$ cat src/rtl/lsu_pkg.sv
// rtl/lsu_pkg.sv - shared types and Funct3 decode for the load/store unit
package lsu_pkg;

  typedef enum logic [1:0] {
    IDLE = 2'd0,
    REQ  = 2'd1,
    DONE = 2'd2
  } lsu_state_e;

  typedef enum logic [1:0] {
    SZ_B = 2'd0,
    SZ_H = 2'd1,
    SZ_W = 2'd2
  } lsu_size_e;

  localparam logic [2:0] LSU_B  = 3'b000;
  localparam logic [2:0] LSU_H  = 3'b001;
  localparam logic [2:0] LSU_W  = 3'b010;
  localparam logic [2:0] LSU_BU = 3'b100;
  localparam logic [2:0] LSU_HU = 3'b101;

  // Encodings 011/110/111 fall through to word; bit 2 never changes the size.
  function automatic lsu_size_e f3_size(input logic [2:0] f3);
    case (f3)
      LSU_B, LSU_BU: return SZ_B;
      LSU_H, LSU_HU: return SZ_H;
      LSU_W:         return SZ_W;
      default:       return SZ_W;
    endcase
  endfunction

  function automatic logic f3_unsigned(input logic [2:0] f3);
    return (f3 == LSU_BU) || (f3 == LSU_HU);
  endfunction

endpackage

$ cat src/rtl/lsu_align.sv
// rtl/lsu_align.sv - byte-lane placement for stores and extract/extend for loads
module lsu_align
  import lsu_pkg::*;
(
  input  lsu_size_e   size,
  input  logic [1:0]  off,
  input  logic        sign_ext,
  input  logic [31:0] st_data,
  input  logic [31:0] ld_word,
  output logic [3:0]  be,
  output logic [31:0] wdata,
  output logic [31:0] ld_data
);

  logic [7:0]  lane_b;
  logic [15:0] lane_h;

  always_comb begin
    lane_b  = ld_word[{off, 3'b000} +: 8];
    lane_h  = ld_word[{off[1], 4'b0000} +: 16];
    be      = 4'b1111;
    wdata   = st_data;
    ld_data = ld_word;
    case (size)
      SZ_B: begin
        be      = 4'b0001 << off;
        wdata   = {4{st_data[7:0]}};
        ld_data = {{24{sign_ext & lane_b[7]}}, lane_b};
      end
      SZ_H: begin
        be      = 4'b0011 << {off[1], 1'b0};
        wdata   = {2{st_data[15:0]}};
        ld_data = {{16{sign_ext & lane_h[15]}}, lane_h};
      end
      default: begin
        be      = 4'b1111;
        wdata   = st_data;
        ld_data = ld_word;
      end
    endcase
  end

endmodule

$ cat src/rtl/load_store_unit.sv
// rtl/load_store_unit.sv - multi-cycle load/store unit bridging the datapath to a valid/ack bus
module load_store_unit
  import lsu_pkg::*;
#(
  parameter int TIMEOUT = 255
) (
  input  logic        clk,
  input  logic        reset,
  input  logic        MemRead,
  input  logic        MemWrite,
  input  logic [2:0]  Funct3,
  input  logic [31:0] Mem_WrAddr,
  input  logic [31:0] Mem_WrData,
  output logic [31:0] ReadData,
  output logic        Stall,
  output logic        MisalignErr,
  output logic        BusErr,
  output logic        bus_req,
  output logic        bus_we,
  output logic [31:0] bus_addr,
  output logic [31:0] bus_wdata,
  output logic [3:0]  bus_be,
  input  logic        bus_ack,
  input  logic [31:0] bus_rdata
);

  localparam logic [9:0] TMO = 10'(TIMEOUT);

  lsu_state_e  state_q, state_d;
  logic        bus_req_q, bus_req_d;
  logic        bus_we_q, bus_we_d;
  logic [31:0] bus_addr_q, bus_addr_d;
  logic [31:0] bus_wdata_q, bus_wdata_d;
  logic [3:0]  bus_be_q, bus_be_d;
  lsu_size_e   size_q, size_d;
  logic        sign_q, sign_d;
  logic [1:0]  off_q, off_d;
  logic [9:0]  cnt_q, cnt_d;
  logic [31:0] rdata_q, rdata_d;

  logic        is_store;
  lsu_size_e   cur_size;
  logic        misaligned;
  logic        stall_c, mis_c, buserr_c;
  logic [31:0] read_c;

  lsu_size_e   al_size;
  logic [1:0]  al_off;
  logic [3:0]  al_be;
  logic [31:0] al_wdata;
  logic [31:0] al_ld;

  // One aligner: fed live inputs while idle (store lanes), registered size/offset afterwards (load format).
  assign al_size = (state_q == IDLE) ? cur_size : size_q;
  assign al_off  = (state_q == IDLE) ? Mem_WrAddr[1:0] : off_q;

  lsu_align u_align (
    .size     (al_size),
    .off      (al_off),
    .sign_ext (sign_q),
    .st_data  (Mem_WrData),
    .ld_word  (rdata_q),
    .be       (al_be),
    .wdata    (al_wdata),
    .ld_data  (al_ld)
  );

  always_comb begin
    is_store    = MemWrite;
    cur_size    = f3_size(Funct3);
    misaligned  = ((cur_size == SZ_H) && Mem_WrAddr[0]) ||
                  ((cur_size == SZ_W) && (Mem_WrAddr[1:0] != 2'b00));

    state_d     = state_q;
    bus_req_d   = bus_req_q;
    bus_we_d    = bus_we_q;
    bus_addr_d  = bus_addr_q;
    bus_wdata_d = bus_wdata_q;
    bus_be_d    = bus_be_q;
    size_d      = size_q;
    sign_d      = sign_q;
    off_d       = off_q;
    cnt_d       = cnt_q;
    rdata_d     = rdata_q;
    stall_c     = 1'b0;
    mis_c       = 1'b0;
    buserr_c    = 1'b0;
    read_c      = 32'h0;

    case (state_q)
      IDLE: begin
        if (MemRead || MemWrite) begin
          if (misaligned) begin
            mis_c = 1'b1;
          end else begin
            stall_c     = 1'b1;
            bus_req_d   = 1'b1;
            bus_we_d    = is_store;
            bus_addr_d  = {Mem_WrAddr[31:2], 2'b00};
            bus_wdata_d = is_store ? al_wdata : 32'h0;
            bus_be_d    = is_store ? al_be : 4'b1111;
            size_d      = cur_size;
            sign_d      = !is_store && !f3_unsigned(Funct3);
            off_d       = Mem_WrAddr[1:0];
            cnt_d       = 10'd0;
            rdata_d     = 32'h0;
            state_d     = REQ;
          end
        end
      end
      REQ: begin
        stall_c = 1'b1;
        cnt_d   = cnt_q + 10'd1;
        // Ack is checked first so an ack on the timeout cycle still completes.
        if (bus_ack) begin
          rdata_d   = bus_rdata;
          bus_req_d = 1'b0;
          state_d   = DONE;
        end else if (cnt_d == TMO) begin
          buserr_c  = 1'b1;
          rdata_d   = 32'h0;
          bus_req_d = 1'b0;
          state_d   = DONE;
        end
      end
      DONE: begin
        read_c  = bus_we_q ? 32'h0 : al_ld;
        state_d = IDLE;
      end
      default: state_d = IDLE;
    endcase
  end

  always_ff @(posedge clk or negedge reset) begin
    if (!reset) begin
      state_q     <= IDLE;
      bus_req_q   <= 1'b0;
      bus_we_q    <= 1'b0;
      bus_addr_q  <= 32'h0;
      bus_wdata_q <= 32'h0;
      bus_be_q    <= 4'h0;
      size_q      <= SZ_W;
      sign_q      <= 1'b0;
      off_q       <= 2'b00;
      cnt_q       <= 10'd0;
      rdata_q     <= 32'h0;
    end else begin
      state_q     <= state_d;
      bus_req_q   <= bus_req_d;
      bus_we_q    <= bus_we_d;
      bus_addr_q  <= bus_addr_d;
      bus_wdata_q <= bus_wdata_d;
      bus_be_q    <= bus_be_d;
      size_q      <= size_d;
      sign_q      <= sign_d;
      off_q       <= off_d;
      cnt_q       <= cnt_d;
      rdata_q     <= rdata_d;
    end
  end

  // The datapath must never see a stall or error pulse while reset is held.
  assign Stall       = stall_c & reset;
  assign MisalignErr = mis_c & reset;
  assign BusErr      = buserr_c & reset;
  assign ReadData    = read_c;

  assign bus_req   = bus_req_q;
  assign bus_we    = bus_we_q;
  assign bus_addr  = bus_addr_q;
  assign bus_wdata = bus_wdata_q;
  assign bus_be    = bus_be_q;

endmodule
$ cat config.mk
export PLATFORM = sky130hd
export DESIGN_NAME = load_store_unit
export DESIGN_NICKNAME = d
export VERILOG_FILES = /design/src/rtl/lsu_pkg.sv /design/src/rtl/lsu_align.sv /design/src/rtl/load_store_unit.sv
export SDC_FILE = /design/constraint.sdc
export NUM_CORES = 1
export LEC_CHECK = 0
export ABC_AREA = 0
export CAP_MARGIN = 20
export CORE_UTILIZATION = 49
export CTS_BUF_LIST = sky130_fd_sc_hd__clkbuf_4 sky130_fd_sc_hd__clkbuf_8
export DETAILED_ROUTE_END_ITERATION = 8
export PLACE_DENSITY_LB_ADDON = 0.1
export SLEW_MARGIN = 5
export SYNTH_ARGS = -nofsm -noshare
export SYNTH_HDL_FRONTEND = slang
export SYNTH_SLANG_ARGS = --single-unit
$ cat constraint.sdc
create_clock -name clk -period 5.3 [get_ports clk]
set_input_delay 1.06 -clock clk [delete_from_list [all_inputs] [get_ports clk]]
set_output_delay 1.06 -clock clk [all_outputs]
set_load 0.01 [all_outputs]
==> impl_metrics.json, run 1 <==
{
  "fillCellCount": 1029,
  "worstRegToRegCells": 6,
  "ys_top_cells_by_area": "dfrtp_1 46%, nand2_1 12%, nand3_1 5.7%",
  "drive_above_1_share": 0.0739,
  "max_cap_violations": 0,
  "syn_area_um2": 6330,
  "final-instance-count-excl-fill": 1119,
  "drt_wl_total_mm": 19.9,
  "cts_resized": 0,
  "fp.dieH_um": 116,
  "synth-seq-cells": 117,
  "routed_via_density": 5.78,
  "max_freq_mhz": 203,
  "final.period_utilization": 0.931,
  "arrival_ns": 3.87,
  "worstSetupStartpointType": "primary input",
  "hold_viol": 0,
  "rows": 41,
  "fp.dieW_um": 116,
  "whs_path_depth": 2,
  "io_buffer_count": 206,
  "grt_usage": 0.310,
  "dp_cells": 1086,
  "setup_viol": 0,
  "floorplan.initialDensity": 0.501,
  "synth_seq_area_share": 0.463,
  "place.gp.congestion": 0.919,
  "design.core.area_um2": 12600,
  "cts_tree": "built",
  "dr_total_vias": 6471,
  "outcome": "complete, no violations",
  "slew_headroom": 0.360,
  "numCtsBuffers": 17,
  "n_antenna_cell": 0,
  "grt_pass1_vias": 6069,
  "critical_path_class": "in -> out",
  "ys_warn_count": 0,
  "clk_path_buf_depth": 2,
  "min_period_ns": 4.93,
  "hold_buffers": 0,
  "dp_hpwl_mm": 14.0,
  "synth_top_area_frac": 0.459,
  "tightest_slew_ns": 0.959,
  "die_area_um2": 13400,
  "synth_top_area_cell": "dfrtp_1",
  "power_leakage_nw": 4.25,
  "ys.flop_type": "dfrtp_1",
  "holdCritPathClass": "reg -> reg",
  "insertion_delay_ns": 0.44,
  "grt-ovfl-total": 0,
  "synthArstFlopShare": 1.00,
  "final_antenna_net_count": 0,
  "grt_pass1_wl_mm": 31.3,
  "syn_area_per_cell_um2": 8.43,
  "grt_max_degree": 79,
  "dr.pass1.iters": 5,
  "cts_sinks": 117,
  "endpoint_kind": "output pin",
  "p_per_area_nw_per_um2": 490,
  "io_pins": 209,
  "rsz0062_at_grt": "false",
  "avgRoutedWirePerCell_um": 17.8,
  "postCtsSetupBuffers": 0,
  "cts_root_buf": "clkbuf_8",
  "cp.required_ns": 4.24,
  "drtIter0Drc": 633,
  "htreeDepth": 4,
  "nets": 1040,
  "ir_drop_uv": 318,
  "synth_edf_count": 0,
  "synth_cells": 751,
  "antenna_found_initial": 1,
  "finClkSkew_ns": 0.0111,
  "cp_max_fo": 17,
  "fin_tns_setup_ns": 0,
  "slew_violations": 0,
  "utilization": 0.710,
  "synthTopCellsByCount": "198 x nand2_1, 116 x dfrtp_1, 72 x nand3_1, 61 x o21ai_0, 42 x nor2_1",
  "synth.distinct_cells": 61,
  "drc": 0,
  "areaGrowthSynthToFinish_pct": 41.5,
  "synthMostInstantiatedCell": "nand2_1",
  "path_clk_slew_ns": 0.07
}
critical path, cell delays in order:
cell             delay [ns]
clkdlybuf4s50_1        0.56
or3b_4                 0.43
a21boi_1               0.20
a211oi_2               0.09
or4_1                  0.80
nand3_1                0.18
clkdlybuf4s50_1        0.55
state kept, by name, summed over array words and instances (netlist names):
register and count:
bus_addr 30, bus_be 4, bus_req 1, bus_wdata 32, bus_we 1, cnt_q 10, off_q 2, rdata_q 32
sign_q 1, size_q 2, state_q 2
layout make-up:
| cell class | instances | area, um2 | area share |
|---|---|---|---|
| flip-flops and latches | 117 | 2930 | 0.327 |
| inverters | 4 | 15.0 | 0.00168 |
| clock inverters | 13 | 230 | 0.0257 |
| repair buffers | 221 | 2180 | 0.244 |
| multi-input cells | 573 | 3130 | 0.350 |
| well taps | 172 | 215 | 0.0240 |
| clock buffers | 19 | 249 | 0.0278 |
per-layer routing:
layer,vias up,part of all wire,GRT usage
li1,3004,-,-
met4,2,0.026,0.129
met2,297,0.48,0.488
met1,3130,0.42,0.409
met3,38,0.079,0.0774
met5,-,0.00065,0
per-stage QoR:
step	worst slack [ns]	hold WS (ns)	cell area, um2	total power, mW
after global placement	0.489	0.458	8460	3.32
after global routing	0.242	0.501	8950	4.64
after CTS	0.383	0.480	8930	4.38
after detailed placement	0.386	0.462	8460	3.38
final	0.367	0.475	8950	4.39
after floorplan	1.74	0.442	6330	2.46
cell families after synthesis:
group	Yosys count	synth area share
AO/OA/AOI/OAI	191	0.202
XOR/XNOR	1	0.00138
adder cells (fa/ha/maj)	2	0.00395
buffers and inverters	62	0.0449
flip-flops	117	0.463
multiplexers	18	0.0306
other	1	0.000593
AND/OR/NAND/NOR	359	0.254
worst paths after layout:
check,from,to,slack (ns)
worst max-delay path,Mem_WrAddr[0],ReadData[15],0.37
worst min-delay path,bus_addr[30],bus_addr[30],0.48
worst max register to register,state_q[1],bus_addr[13],2.87
worst min register to register,bus_addr[30],bus_addr[30],0.48
max in group asynchronous,reset,rdata_q[24],3.34
min in group asynchronous,reset,cnt_q[6],0.60
cells in the final DEF, fill, tap and decap left out, drive strengths merged, types with 8 or more instances in the layout:
cell type      count
clkdlybuf4s50    205
nand2            198
dfrtp            116
nand3             72
o21ai             64
nor2              43
a21o              32
a21oi             29
clkbuf            19
mux2i             17
buf               16
a31oi             11
a221o              8
a22o               8
power by group:
group	total (mW)	internal, mW	switching, mW
logic	1.79	0.877	0.910
registers	1.61	1.24	0.371
clock network	0.988	0.617	0.370
Power figures use the tool's default switching activity.
==> run 2, diff against run 1 <==
Settings changed: CORE_ASPECT_RATIO from default to 0.6.
==> run 2 against run 1 <==
Cell area down 0.68%. Critical path depth did not move. First-iteration DRC count shrank 5.8%. Combinational power about the same. Wire length grew 1.8%. Largest cell class unchanged. Largest power group unchanged.
==> impl_metrics.json, run 2 (synthesis results as in run 1) <==
{
  "total_power_mw": 4.26,
  "dp_cells": 1083,
  "hold_viol": 0,
  "fp.dieH_um": 90.0,
  "utilization": 0.721,
  "final.period_utilization": 0.952,
  "dr.pass1.iters": 5,
  "design.core.area_um2": 12300,
  "worstSetupStartpointType": "primary input",
  "floorplan.initialDensity": 0.513,
  "p_per_area_nw_per_um2": 479,
  "n_antenna_cell": 0,
  "io_buffer_count": 206,
  "grt_pass1_wl_mm": 32.3,
  "path_clk_slew_ns": 0.08,
  "slew_headroom": 0.418,
  "grt_usage": 0.309,
  "grt_max_degree": 53,
  "drc": 0,
  "cts_resized": 0,
  "postCtsSetupBuffers": 0,
  "dp_hpwl_mm": 14.5,
  "max_freq_mhz": 198,
  "tightest_slew_ns": 0.872,
  "rows": 31,
  "p_switching_mw": 1.70,
  "clk_path_buf_depth": 2,
  "nets": 1044,
  "grt-ovfl-total": 0,
  "dr_total_vias": 6470,
  "htreeDepth": 4,
  "fin_tns_setup_ns": 0,
  "avgRoutedWirePerCell_um": 18.2,
  "seq_power_share": 0.380,
  "grt_pass1_vias": 6241,
  "hold_buffers": 0,
  "swShare": 0.399,
  "min_period_ns": 5.04,
  "p_int_mw": 2.56,
  "io_pins": 209,
  "cts_sinks": 117,
  "power_leakage_nw": 4.22,
  "finalWorstSetupSlack_ns": 0.255,
  "slew_violations": 0,
  "setup_viol": 0,
  "place.gp.congestion": 0.895,
  "antenna_found_initial": 0,
  "clkPwrFrac": 0.197,
  "arrival_ns": 3.98,
  "finClkSkew_ns": 0.0139,
  "holdCritPathClass": "reg -> reg",
  "drt_wl_total_mm": 20.3,
  "fp.dieW_um": 149,
  "drive_above_1_share": 0.0778,
  "layout_common_cells": "205 x clkdlybuf4s50_1, 198 x nand2_1, 116 x dfrtp_1",
  "critical_path_class": "in -> out",
  "cts_tree": "built",
  "combPwrFrac": 0.422,
  "layout_commonest_cell": "clkdlybuf4s50_1",
  "numCtsBuffers": 17,
  "final_antenna_net_count": 0,
  "outcome": "complete, no violations",
  "die_area_um2": 13400,
  "cp.required_ns": 4.24,
  "cts_root_buf": "clkbuf_8",
  "insertion_delay_ns": 0.44,
  "rsz0062_at_grt": "false",
  "final-instance-count-excl-fill": 1116,
  "drtIter0Drc": 596,
  "areaGrowthSynthToFinish_pct": 40.6,
  "ir_drop_uv": 260,
  "cp_max_fo": 17,
  "max_cap_violations": 0,
  "place_ws_ns": 0.289,
  "routed_via_density": 5.80,
  "endpoint_kind": "output pin"
}
## run 2: worst max-delay path, stage by stage
cell             delay (ns)
clkdlybuf4s50_1        0.51
or3b_1                 0.26
and2_1                 0.53
a211oi_2               0.11
or4_1                  0.78
nand3_1                0.18
clkdlybuf4s50_1        0.55
## run 2: metal layers
layer,GRT usage,part of all wire,up-vias
met1,0.440,0.45,3144
met2,0.465,0.45,304
met4,0.0747,0.010,0
met3,0.0822,0.097,26
met5,0,0,-
li1,-,-,2996
## run 2: power by group through the flow
stage               logic [mW]  clock network [mW]  registers, mW
finish                    1.80               0.840           1.62
global route              1.96               0.886           1.66
CTS                       1.79               0.847           1.60
detailed placement        1.78                   0           1.62
global placement          1.74                   0           1.60
floorplan                0.865                   0           1.60
## run 2: final cells by class
type                       count  area, um2
clock buffer                  19        255
clock inverter                13        146
tap                          165        206
sequential                   117       2930
fill                         950       3440
inverter                       4       15.0
timing repair buffer         225       2210
multi-input combinational    573       3130
## run 2: stage by stage
| step | instance area (um2) | hold slack (ns) |
|---|---|---|
| 4_1_cts | 8880 | 0.479 |
| 5_1_grt | 8890 | 0.507 |
| 2_1_floorplan | 6330 | 0.442 |
| 6_report | 8890 | 0.475 |
| 3_5_place_dp | 8480 | 0.461 |
| 3_3_place_gp | 8480 | 0.458 |
## run 2: final timing paths
| kind | from | endpoint | slack (ns) | cells after the start |
|---|---|---|---|---|
| max in group asynchronous | reset | bus_wdata[28] | 3.74 | 2 |
| setup reg to reg | state_q[1] | bus_addr[15] | 2.36 | 6 |
| hold reg to reg | cnt_q[9] | cnt_q[9] | 0.47 | 1 |
| hold / removal | cnt_q[9] | cnt_q[9] | 0.47 | 1 |
| min in group asynchronous | reset | bus_addr[27] | 0.54 | 1 |
| setup / recovery | Mem_WrAddr[1] | ReadData[15] | 0.26 | 7 |
==> run 3, diff against run 2 <==
Settings changed: CORE_MARGIN from default to 2.
==> run 3 against run 2 <==
Final cell count barely moved. Critical endpoint unchanged. Clock skew decreased by 0.0040 ns. Highest routed layer unchanged. Critical path type unchanged. Fmax grew 2.9%. Largest power group unchanged.
==> impl_metrics.json, run 3 (synthesis results as in run 1) <==
{
  "design.core.area_um2": 12700,
  "cp.required_ns": 4.24,
  "cts_tree": "built",
  "final.period_utilization": 0.925,
  "slowest_stage": "or4_1",
  "io_buffer_count": 206,
  "dp_hpwl_mm": 14.6,
  "critical_path_class": "in -> out",
  "fin_tns_setup_ns": 0,
  "final_antenna_net_count": 0,
  "postCtsSetupBuffers": 0,
  "path_delay_family": "simple AND/OR/NAND/NOR gates",
  "die_area_um2": 13900,
  "grt_max_degree": 52,
  "areaGrowthSynthToFinish_pct": 40.3,
  "hold_buffers": 0,
  "layout_common_cells": "205 x clkdlybuf4s50_1, 198 x nand2_1, 116 x dfrtp_1",
  "tightest_slew_ns": 0.922,
  "fp.dieW_um": 151,
  "utilization": 0.697,
  "drtIter0Drc": 510,
  "grt_pass1_wl_mm": 32.8,
  "dr.pass1.iters": 5,
  "routed_via_density": 5.79,
  "insertion_delay_ns": 0.44,
  "finClkSkew_ns": 0.00987,
  "clk_path_buf_depth": 2,
  "nets": 1041,
  "dr_total_vias": 6467,
  "slew_violations": 0,
  "avgRoutedWirePerCell_um": 18.2,
  "total_power_mw": 4.25,
  "rows": 32,
  "grt-ovfl-total": 0,
  "layout_commonest_cell": "clkdlybuf4s50_1",
  "holdCritPathClass": "reg -> reg",
  "drive_above_1_share": 0.0739,
  "crit_top_cell": "clkdlybuf4s50_1",
  "max_freq_mhz": 204,
  "path_clk_slew_ns": 0.07,
  "cts_root_buf": "clkbuf_8",
  "finalWorstSetupSlack_ns": 0.397,
  "cts_sinks": 117,
  "min_period_ns": 4.90,
  "drc": 0,
  "p_per_area_nw_per_um2": 478,
  "endpoint_kind": "output pin",
  "max_cap_violations": 0,
  "arrival_ns": 3.84,
  "grt_pass1_vias": 6261,
  "worstSetupStartpointType": "primary input",
  "setup_viol": 0,
  "drt_wl_total_mm": 20.3,
  "cp_max_fo": 17,
  "floorplan.initialDensity": 0.497,
  "numCtsBuffers": 17,
  "htreeDepth": 4,
  "cpPeakStageDelay_ns": 0.80,
  "cts_resized": 0,
  "ir_drop_uv": 299,
  "critical_path_buf_inv_count": 2,
  "place.gp.congestion": 0.943,
  "antenna_found_initial": 0,
  "io_pins": 209,
  "rsz0062_at_grt": "false",
  "power_leakage_nw": 4.19,
  "slew_headroom": 0.384,
  "outcome": "complete, no violations",
  "path_cells": "clkdlybuf4s50_1, or3b_4, a21boi_1, a211oi_2, or4_1, nand3_1, clkdlybuf4s50_1",
  "place_ws_ns": 0.420,
  "n_antenna_cell": 0,
  "fp.dieH_um": 92.0,
  "hold_viol": 0,
  "grt_usage": 0.303
}
run 3: cell type report:
cell class              instances  area (um2)
fillers                       992        3860
flip-flops and latches        117        2930
multi-input cells             573        3140
well taps                     170         213
clock inverters                13         146
repair buffers                222        2190
inverters                       4        15.0
clock buffers                  18         248
run 3: metal layers:
layer / GRT usage / up-vias / wire length [um]
met1: 0.456 / 3113 / 9400
li1: - / 2998 / -
met5: 0 / - / 0
met4: 0.0631 / 0 / 173
met3: 0.0796 / 17 / 2140
met2: 0.441 / 339 / 8560
run 3: path summary, 6_finish.rpt:
kind / start / to / cells after the start / slack [ns]
worst max register to register: state_q[1] / bus_addr[20] / 6 / 2.46
min in group asynchronous: reset / bus_addr[20] / 1 / 0.59
worst max-delay path: Mem_WrAddr[0] / ReadData[15] / 7 / 0.40
worst min-delay path: bus_addr[31] / bus_addr[31] / 2 / 0.48
max in group asynchronous: reset / bus_wdata[20] / 2 / 3.66
worst min register to register: bus_addr[31] / bus_addr[31] / 2 / 0.48
run 3: worst register-to-register path, stage by stage, from the launching register on:
cell and delay [ns]:
dfrtp_1 0.62, nand2b_1 0.19, buf_4 0.45, nand3_2 0.76
buf_4 0.53, nand2_1 0.13, nand2_1 0.06
run 3: metrics by stage:
stage / area [um2] / hold slack, ns / cells
3_5_place_dp: 8480 / 0.462 / 1086
5_1_grt: 8870 / 0.503 / 1117
6_report: 8870 / 0.476 / 1117
2_1_floorplan: 6330 / 0.442 / 752
4_1_cts: 8870 / 0.480 / 1117
3_3_place_gp: 8470 / 0.458 / 1085
run 3: power breakdown:
group          internal [mW]  switching [mW]  total, mW
clock network          0.432           0.401      0.834
logic                  0.878           0.917       1.79
registers               1.24           0.375       1.62
